--- src/rtl/uart_tx_frame.sv ---
// uart_tx_frame: 8N1 / 8E1 / 8O1 UART transmitter.
// One byte is accepted from IDLE on DATA_VALID and sent as start bit,
// 8 data bits LSB first, optional parity bit and one stop bit, each bit
// held for N = max(Prescale, 4) clock cycles.
//
// Handshake: a byte is taken in any cycle where busy=0 (state IDLE) and
// DATA_VALID=1; while busy=1 DATA_VALID is ignored and nothing is queued,
// so the source must hold DATA_VALID until it sees busy rise.
module uart_tx_frame (
  input  logic       clk,
  input  logic       rst,
  input  logic [7:0] P_DATA,
  input  logic       DATA_VALID,
  input  logic       PAR_EN,
  input  logic       PAR_TYP,
  input  logic [5:0] Prescale,
  output logic       TX_OUT,
  output logic       busy
);

  typedef enum logic [2:0] {
    IDLE   = 3'd0,
    START  = 3'd1,
    DATA   = 3'd2,
    PARITY = 3'd3,
    STOP   = 3'd4
  } state_t;

  state_t     state;
  logic [7:0] data_q;
  logic       par_en_q;
  logic       par_typ_q;
  logic [5:0] n_q;
  logic [5:0] cnt;
  logic [2:0] idx;

  logic       bit_done;
  logic [2:0] idx_next;
  logic [5:0] n_clamped;

  // Bit boundary detection and the clamped bit period for a new frame.
  always_comb begin
    bit_done  = (cnt == (n_q - 6'd1));
    idx_next  = idx + 3'd1;
    n_clamped = (Prescale < 6'd4) ? 6'd4 : Prescale;
  end

  // Frame sequencer: state, bit counters and registered line/busy outputs.
  always_ff @(posedge clk) begin
    if (rst) begin
      state     <= IDLE;
      TX_OUT    <= 1'b1;
      busy      <= 1'b0;
      cnt       <= 6'd0;
      idx       <= 3'd0;
      data_q    <= 8'd0;
      par_en_q  <= 1'b0;
      par_typ_q <= 1'b0;
      n_q       <= 6'd4;
    end else begin
      case (state)
        IDLE: begin
          TX_OUT <= 1'b1;
          busy   <= 1'b0;
          cnt    <= 6'd0;
          idx    <= 3'd0;
          if (DATA_VALID) begin
            data_q    <= P_DATA;
            par_en_q  <= PAR_EN;
            par_typ_q <= PAR_TYP;
            n_q       <= n_clamped;
            state     <= START;
            TX_OUT    <= 1'b0;
            busy      <= 1'b1;
          end
        end
        START: begin
          if (bit_done) begin
            cnt    <= 6'd0;
            state  <= DATA;
            TX_OUT <= data_q[0];
          end else begin
            cnt <= cnt + 6'd1;
          end
        end
        DATA: begin
          if (bit_done) begin
            cnt <= 6'd0;
            if (idx == 3'd7) begin
              idx <= 3'd0;
              if (par_en_q) begin
                state  <= PARITY;
                TX_OUT <= (^data_q) ^ par_typ_q;
              end else begin
                state  <= STOP;
                TX_OUT <= 1'b1;
              end
            end else begin
              idx    <= idx_next;
              TX_OUT <= data_q[idx_next];
            end
          end else begin
            cnt <= cnt + 6'd1;
          end
        end
        PARITY: begin
          if (bit_done) begin
            cnt    <= 6'd0;
            state  <= STOP;
            TX_OUT <= 1'b1;
          end else begin
            cnt <= cnt + 6'd1;
          end
        end
        STOP: begin
          if (bit_done) begin
            cnt    <= 6'd0;
            state  <= IDLE;
            busy   <= 1'b0;
            TX_OUT <= 1'b1;
          end else begin
            cnt <= cnt + 6'd1;
          end
        end
        default: begin
          state  <= IDLE;
          busy   <= 1'b0;
          TX_OUT <= 1'b1;
          cnt    <= 6'd0;
          idx    <= 3'd0;
        end
      endcase
    end
  end

endmodule

--- config.mk ---
export PLATFORM = sky130hd
export DESIGN_NAME = uart_tx_frame
export DESIGN_NICKNAME = d
export VERILOG_FILES = /design/src/rtl/uart_tx_frame.sv
export SDC_FILE = /design/constraint.sdc
export NUM_CORES = 1
export LEC_CHECK = 0
export BUFFER_PORTS_ARGS = -buffer_cell sky130_fd_sc_hd__buf_2
export CAP_MARGIN = 10
export CORE_MARGIN = 3
export CORE_UTILIZATION = 53
export CTS_CLUSTER_DIAMETER = 50
export CTS_CLUSTER_SIZE = 40
export DETAILED_ROUTE_END_ITERATION = 7
export PLACE_DENSITY = 0.74
export REMOVE_ABC_BUFFERS = 1
export SYNTH_ARGS = -nofsm -noshare
export SYNTH_HDL_FRONTEND = slang
export SYNTH_SLANG_ARGS = --single-unit
export TNS_END_PERCENT = 1
--- constraint.sdc ---
create_clock -name clk -period 4.43 [get_ports clk]
set_clock_uncertainty 0.15 [all_clocks]
set_input_delay 0 -clock clk [delete_from_list [all_inputs] [get_ports clk]]
set_output_delay 0 -clock clk [all_outputs]
set_load 0.005 [all_outputs]
-- Word level (Yosys, flattened, before mapping)
Cells that the tools add are included.
- add/subtract/negate cells: 3
- order comparisons: 2
- eq/ne operators: 13
- multiplexer cells: 24
- bitwise logic cells: 4
- reductions and logical operators: 12
- operators with widths (kind ; count):
    $mux W3 ; 9
    $pmux W3 S5 ; 1
    $ne A2 B2 Y1 const B ; 6
    $mux W1 ; 9
    $reduce_or A3 Y1 ; 3
    $reduce_xor A8 Y1 ; 1
    $add A6 B1 Y6 const B ; 1
    $eq A3 B2 Y1 const B ; 2
    $eq A3 B3 Y1 const B ; 2
    $eq A6 B6 Y1 ; 1
    $lt A6 B3 Y1 const B ; 1
    $mux W6 ; 1
    $pmux W3 S2 ; 1
    $reduce_and A2 Y1 ; 3
    $reduce_and A6 Y1 ; 1
    $sub A6 B1 Y6 const B ; 1
    $lt A3 B4 Y1 const B ; 1
    $pmux W1 S4 ; 1
    $reduce_or A4 Y1 ; 1
    $add A3 B1 Y3 const B ; 1
    $bmux W1 S3 ; 1
    $eq A3 B1 Y1 const B ; 1
    $logic_not A3 Y1 ; 1
    $not A1 Y1 ; 3
    5 further kinds ; 5
- bits in registers: 30
- bits of input ports: 19
- output and inout bits: 2
- logic and storage cells: 67

-- Depth between registers and ports, before layout
- word-level depth: 6
- mapped depth: 9
- depth with buffers taken out: 8

-- Least setup slack after synthesis
No wires, ideal clock.
- path kind: reg2reg
- start point: register n_q[0]
- end point: register state[2]
- setup time: 70 ps
- arrival: 2147 ps
- required time: 4210 ps
- setup slack: 2063 ps
- cell stages (with the launch flop): 10
- path buffers: 1
- period minus slack after synthesis: 2367 ps
- cells stage by stage: dfxtp_1 -> inv_1 -> ha_1 -> or3b_1 -> a211oi_2 -> nand3_1 -> or2_0 -> buf_2 -> or4_1 -> a21oi_1
- longest elaborated chain between the ends: 4
- elaborated cells between the ends (all ways): 7
- those cells by class: add/sub (1); eq/ne (5); reduce/logical (1)
- ends and longest elaborated chain (item ; line ; source):
    start, declared ; 33 ; logic [5:0] n_q;
    start signal, assigned ; 71 ; n_q <= n_clamped;
    $sub A6 B1 Y6 (*) ; 43 ; bit_done = (cnt == (n_q - 6'd1));
    $eq A6 B6 Y1 (*) ; 43 ;
    $ne A2 B2 Y1 (no source line) ; -- ;
    $reduce_and A6 Y1 (no source line) (*) ; -- ;
    end signal, assigned ; 51 ; state <= IDLE;
    end signal, assigned ; 72 ; state <= START;
    end signal, assigned ; 80 ; state <= DATA;
    end, declared ; 29 ; state_t state;
Mark *: on every way between the ends. The rest lies on a longest branch, timed or not.
A chain may end at the register's enable or synchronous reset.

-- Worst setup path after layout
- start point: register state[1]
- end point: register n_q[2]
- longest elaborated chain between the ends: 2
- ends and longest elaborated chain (item ; line ; source):
    $logic_not A3 Y1 ; 61 ; case (state)
    $reduce_and A2 Y1 (no source line) ; -- ;
No other way between the ends.

==> results.yml <==
floorplanning:
  fp.dieH_um: 60.2
  row_count: 19
  dieArea_um2: 3630
  fp.dieW_um: 60.2
  start_util: 0.560
  core_area_um2: 2780
  ios: 21
cts:
  cts_max_path_buffers: 2
  cts_tree: "done"
  clkTransAtPathRegs_ps: 90
  numCtsBuffers: 5
  clock-sinks: 30
  clk_latency_ps: 330
  post_cts_resized: 0
  cts_setup_buffers: 0
  root_buffer: "clkbuf_4"
  htree_levels: 2
drt:
  drc: 0
  wire_per_inst_um: 14.7
  drt_iter0_markers: 79
  dr.pass1.iters: 4
  ant_nets: 0
  routed_wl_um: 4020
  vias_per_cell: 5.85
  via_count: 1598
critical_path:
  reg2reg_depth: 7
  critPathKind: "reg2reg"
  r2r_end: "n_q[2]"
  rrSetupSlack_ps: 1450
  rr_startpoint: "state[1]"
  cp.arrival_ps: 3060
  crit_path_start: "state[1]"
  cp_max_fo: 17
  cp.required_ps: 4510
  cp-endpoint: "n_q[2]"
  worst_setup_path_start_kind: "flop"
  endpoint_kind: "flop"
grt:
  grt_pass1_vias: 1472
  grt_pass1_wl_um: 6600
  grt_start_max_net_pins: 27
  grt_use_total: 0.251
  antenna_found_initial: 0
  grt-ovfl-total: 0
yosys:
  synth_edf_count: 0
  synthAdderAreaFrac: 0.0321
  synth-seq-cells: 30
  synthMuxAreaShare: 0.0361
  syn_avg_cell_area_um2: 8.16
  synth-async-reset-ratio: 0
  yosysUniqueCellTypes: 41
  synth_area_um2: 1560
  synth_top_family_by_area: "simple AND/OR/NAND/NOR gates"
  yosys_warnings: 0
  synth-seq-area-share: 0.386
  ys.flop_type: "dfxtp_1"
  yosys.area_share.simple: 0.218
  synth_xor_area_frac: 0.101
  synth_compound_area_frac: 0.183
  syn_inst: 191
timing:
  fin_crit_ps: 2980
  tightest_slew_ps: 674
  slew_viol_final: 0
  fin_crit_sh: 0.673
  fmax_ghz: 0.335
  finalSetupViolCount: 0
  relSlewSlack: 0.550
  rsz0062_at_grt: "false"
  hold_viol: 0
  final.setup.tns_ps: 0
power_and_ir_drop:
  power_leakage_nw: 0.822
  ir_worst_vdd_mv: 0.282
  finalPower_w: 0.000662
  power.density_nw_per_um2: 320
layout:
  diodes: 0
  final_common_cell: "dlygate4sd3_1"
  final_cell_mix: "33 x dlygate4sd3_1, 30 x dfxtp_1, 29 x nand2_1, 20 x buf_2"
  final_layout_size_suffix_gt1_frac: 0.145
  nets: 264
  syn_to_final_growth_pct: 32.7
worst_hold_path:
  min_from: "DATA_VALID"
  hold_path_class: "in2reg"
status:
  outcome: "completed"
place:
  gp_congestion: 0.793
  portBuffers: 20
  dp_hpwl_um: 2330
job:
  cap_violations: 0
[power breakdown]
group          switching (W)  total [W]  internal [W]  leakage [nW]
clock network      0.0000947   0.000203      0.000108        0.0446
logic              0.0000732   0.000149     0.0000763         0.532
registers          0.0000214   0.000309      0.000288         0.245
[final cells by class]
type | instances | area, µm²
timing repair buffer | 53 | 430
clock buffer | 8 | 78.8
tap | 31 | 38.8
sequential | 30 | 601
multi-input combinational | 143 | 888
inverter | 8 | 30.0
fill | 161 | 714
[flip-flops by register name (all words and copies together), names as in the netlist]
register	cells
TX_OUT	1
busy	1
cnt	6
data_q	8
idx	3
n_q	6
par_en_q	1
par_typ_q	1
state	3
[per-layer routing]
metal	GRT usage	vias up	part of all wire
met5	0	-	0
met1	0.289	743	0.43
met4	0.117	0	0.027
met3	0.0648	15	0.062
met2	0.429	75	0.48
li1	-	765	-
[worst max-delay path, stage by stage (launching register included)]
cell	delay (ps)
dfxtp_1	400
nor2_1	480
nand3_1	610
nor2_1	360
inv_1	90
o22ai_1	180
nand2b_1	70
dlygate4sd3_1	550
[through the flow]
stage	util	std cells	cell area [µm²]	setup slack [ps]	hold slack, ps
2_1_floorplan	-	181	1520	2100	-80.9
3_3_place_gp	0.596	232	1660	2010	89.5
3_5_place_dp	0.596	232	1660	1900	101
4_1_cts	0.743	273	2070	1610	46.4
5_1_grt	0.743	273	2070	1280	95.9
6_report	0.743	273	2070	1450	51.7
[logic make-up (layout without fill, tap and decap cells)]
family                   Yosys count  count (layout)
multiplexers                       3               3
AND/OR/NAND/NOR                   72              72
flip-flops                        30              30
buffers and inverters             18              69
adder cells (fa/ha/maj)            4               4
AO/OA/AOI/OAI                     46              46
XOR/XNOR                          18              18
[synthesized netlist by cell type (all sizes together) (3+ instances only)]
| library cell | number | area (µm²) |
|---|---|---|
| nor2 | 19 | 71.3 |
| dfxtp | 30 | 601 |
| nand2 | 29 | 109 |
| nand2b | 3 | 18.8 |
| a21oi | 19 | 95.1 |
| xor2 | 4 | 35.0 |
| clkbuf | 9 | 33.8 |
| a211oi | 4 | 35.0 |
| xnor2 | 14 | 123 |
| nand3 | 8 | 40.0 |
| o21ai | 8 | 40.0 |
| ha | 4 | 50.1 |
| inv | 8 | 30.0 |
[repair_timing]
action	CTS	global route
setup endpoints to repair	0	0
hold buffers	33	0
hold endpoints to repair	17	0
[worst min-delay path by stage]
stage                      to  slack, ps  cells past startpoint
floorplan           data_q[0]        -80                      1
global placement    data_q[1]         90                      3
detailed placement  data_q[7]        100                      3
CTS                    TX_OUT         50                      5
global route           TX_OUT        100                      5
finish                 TX_OUT         50                      5
Power figures use the tool's default switching activity.
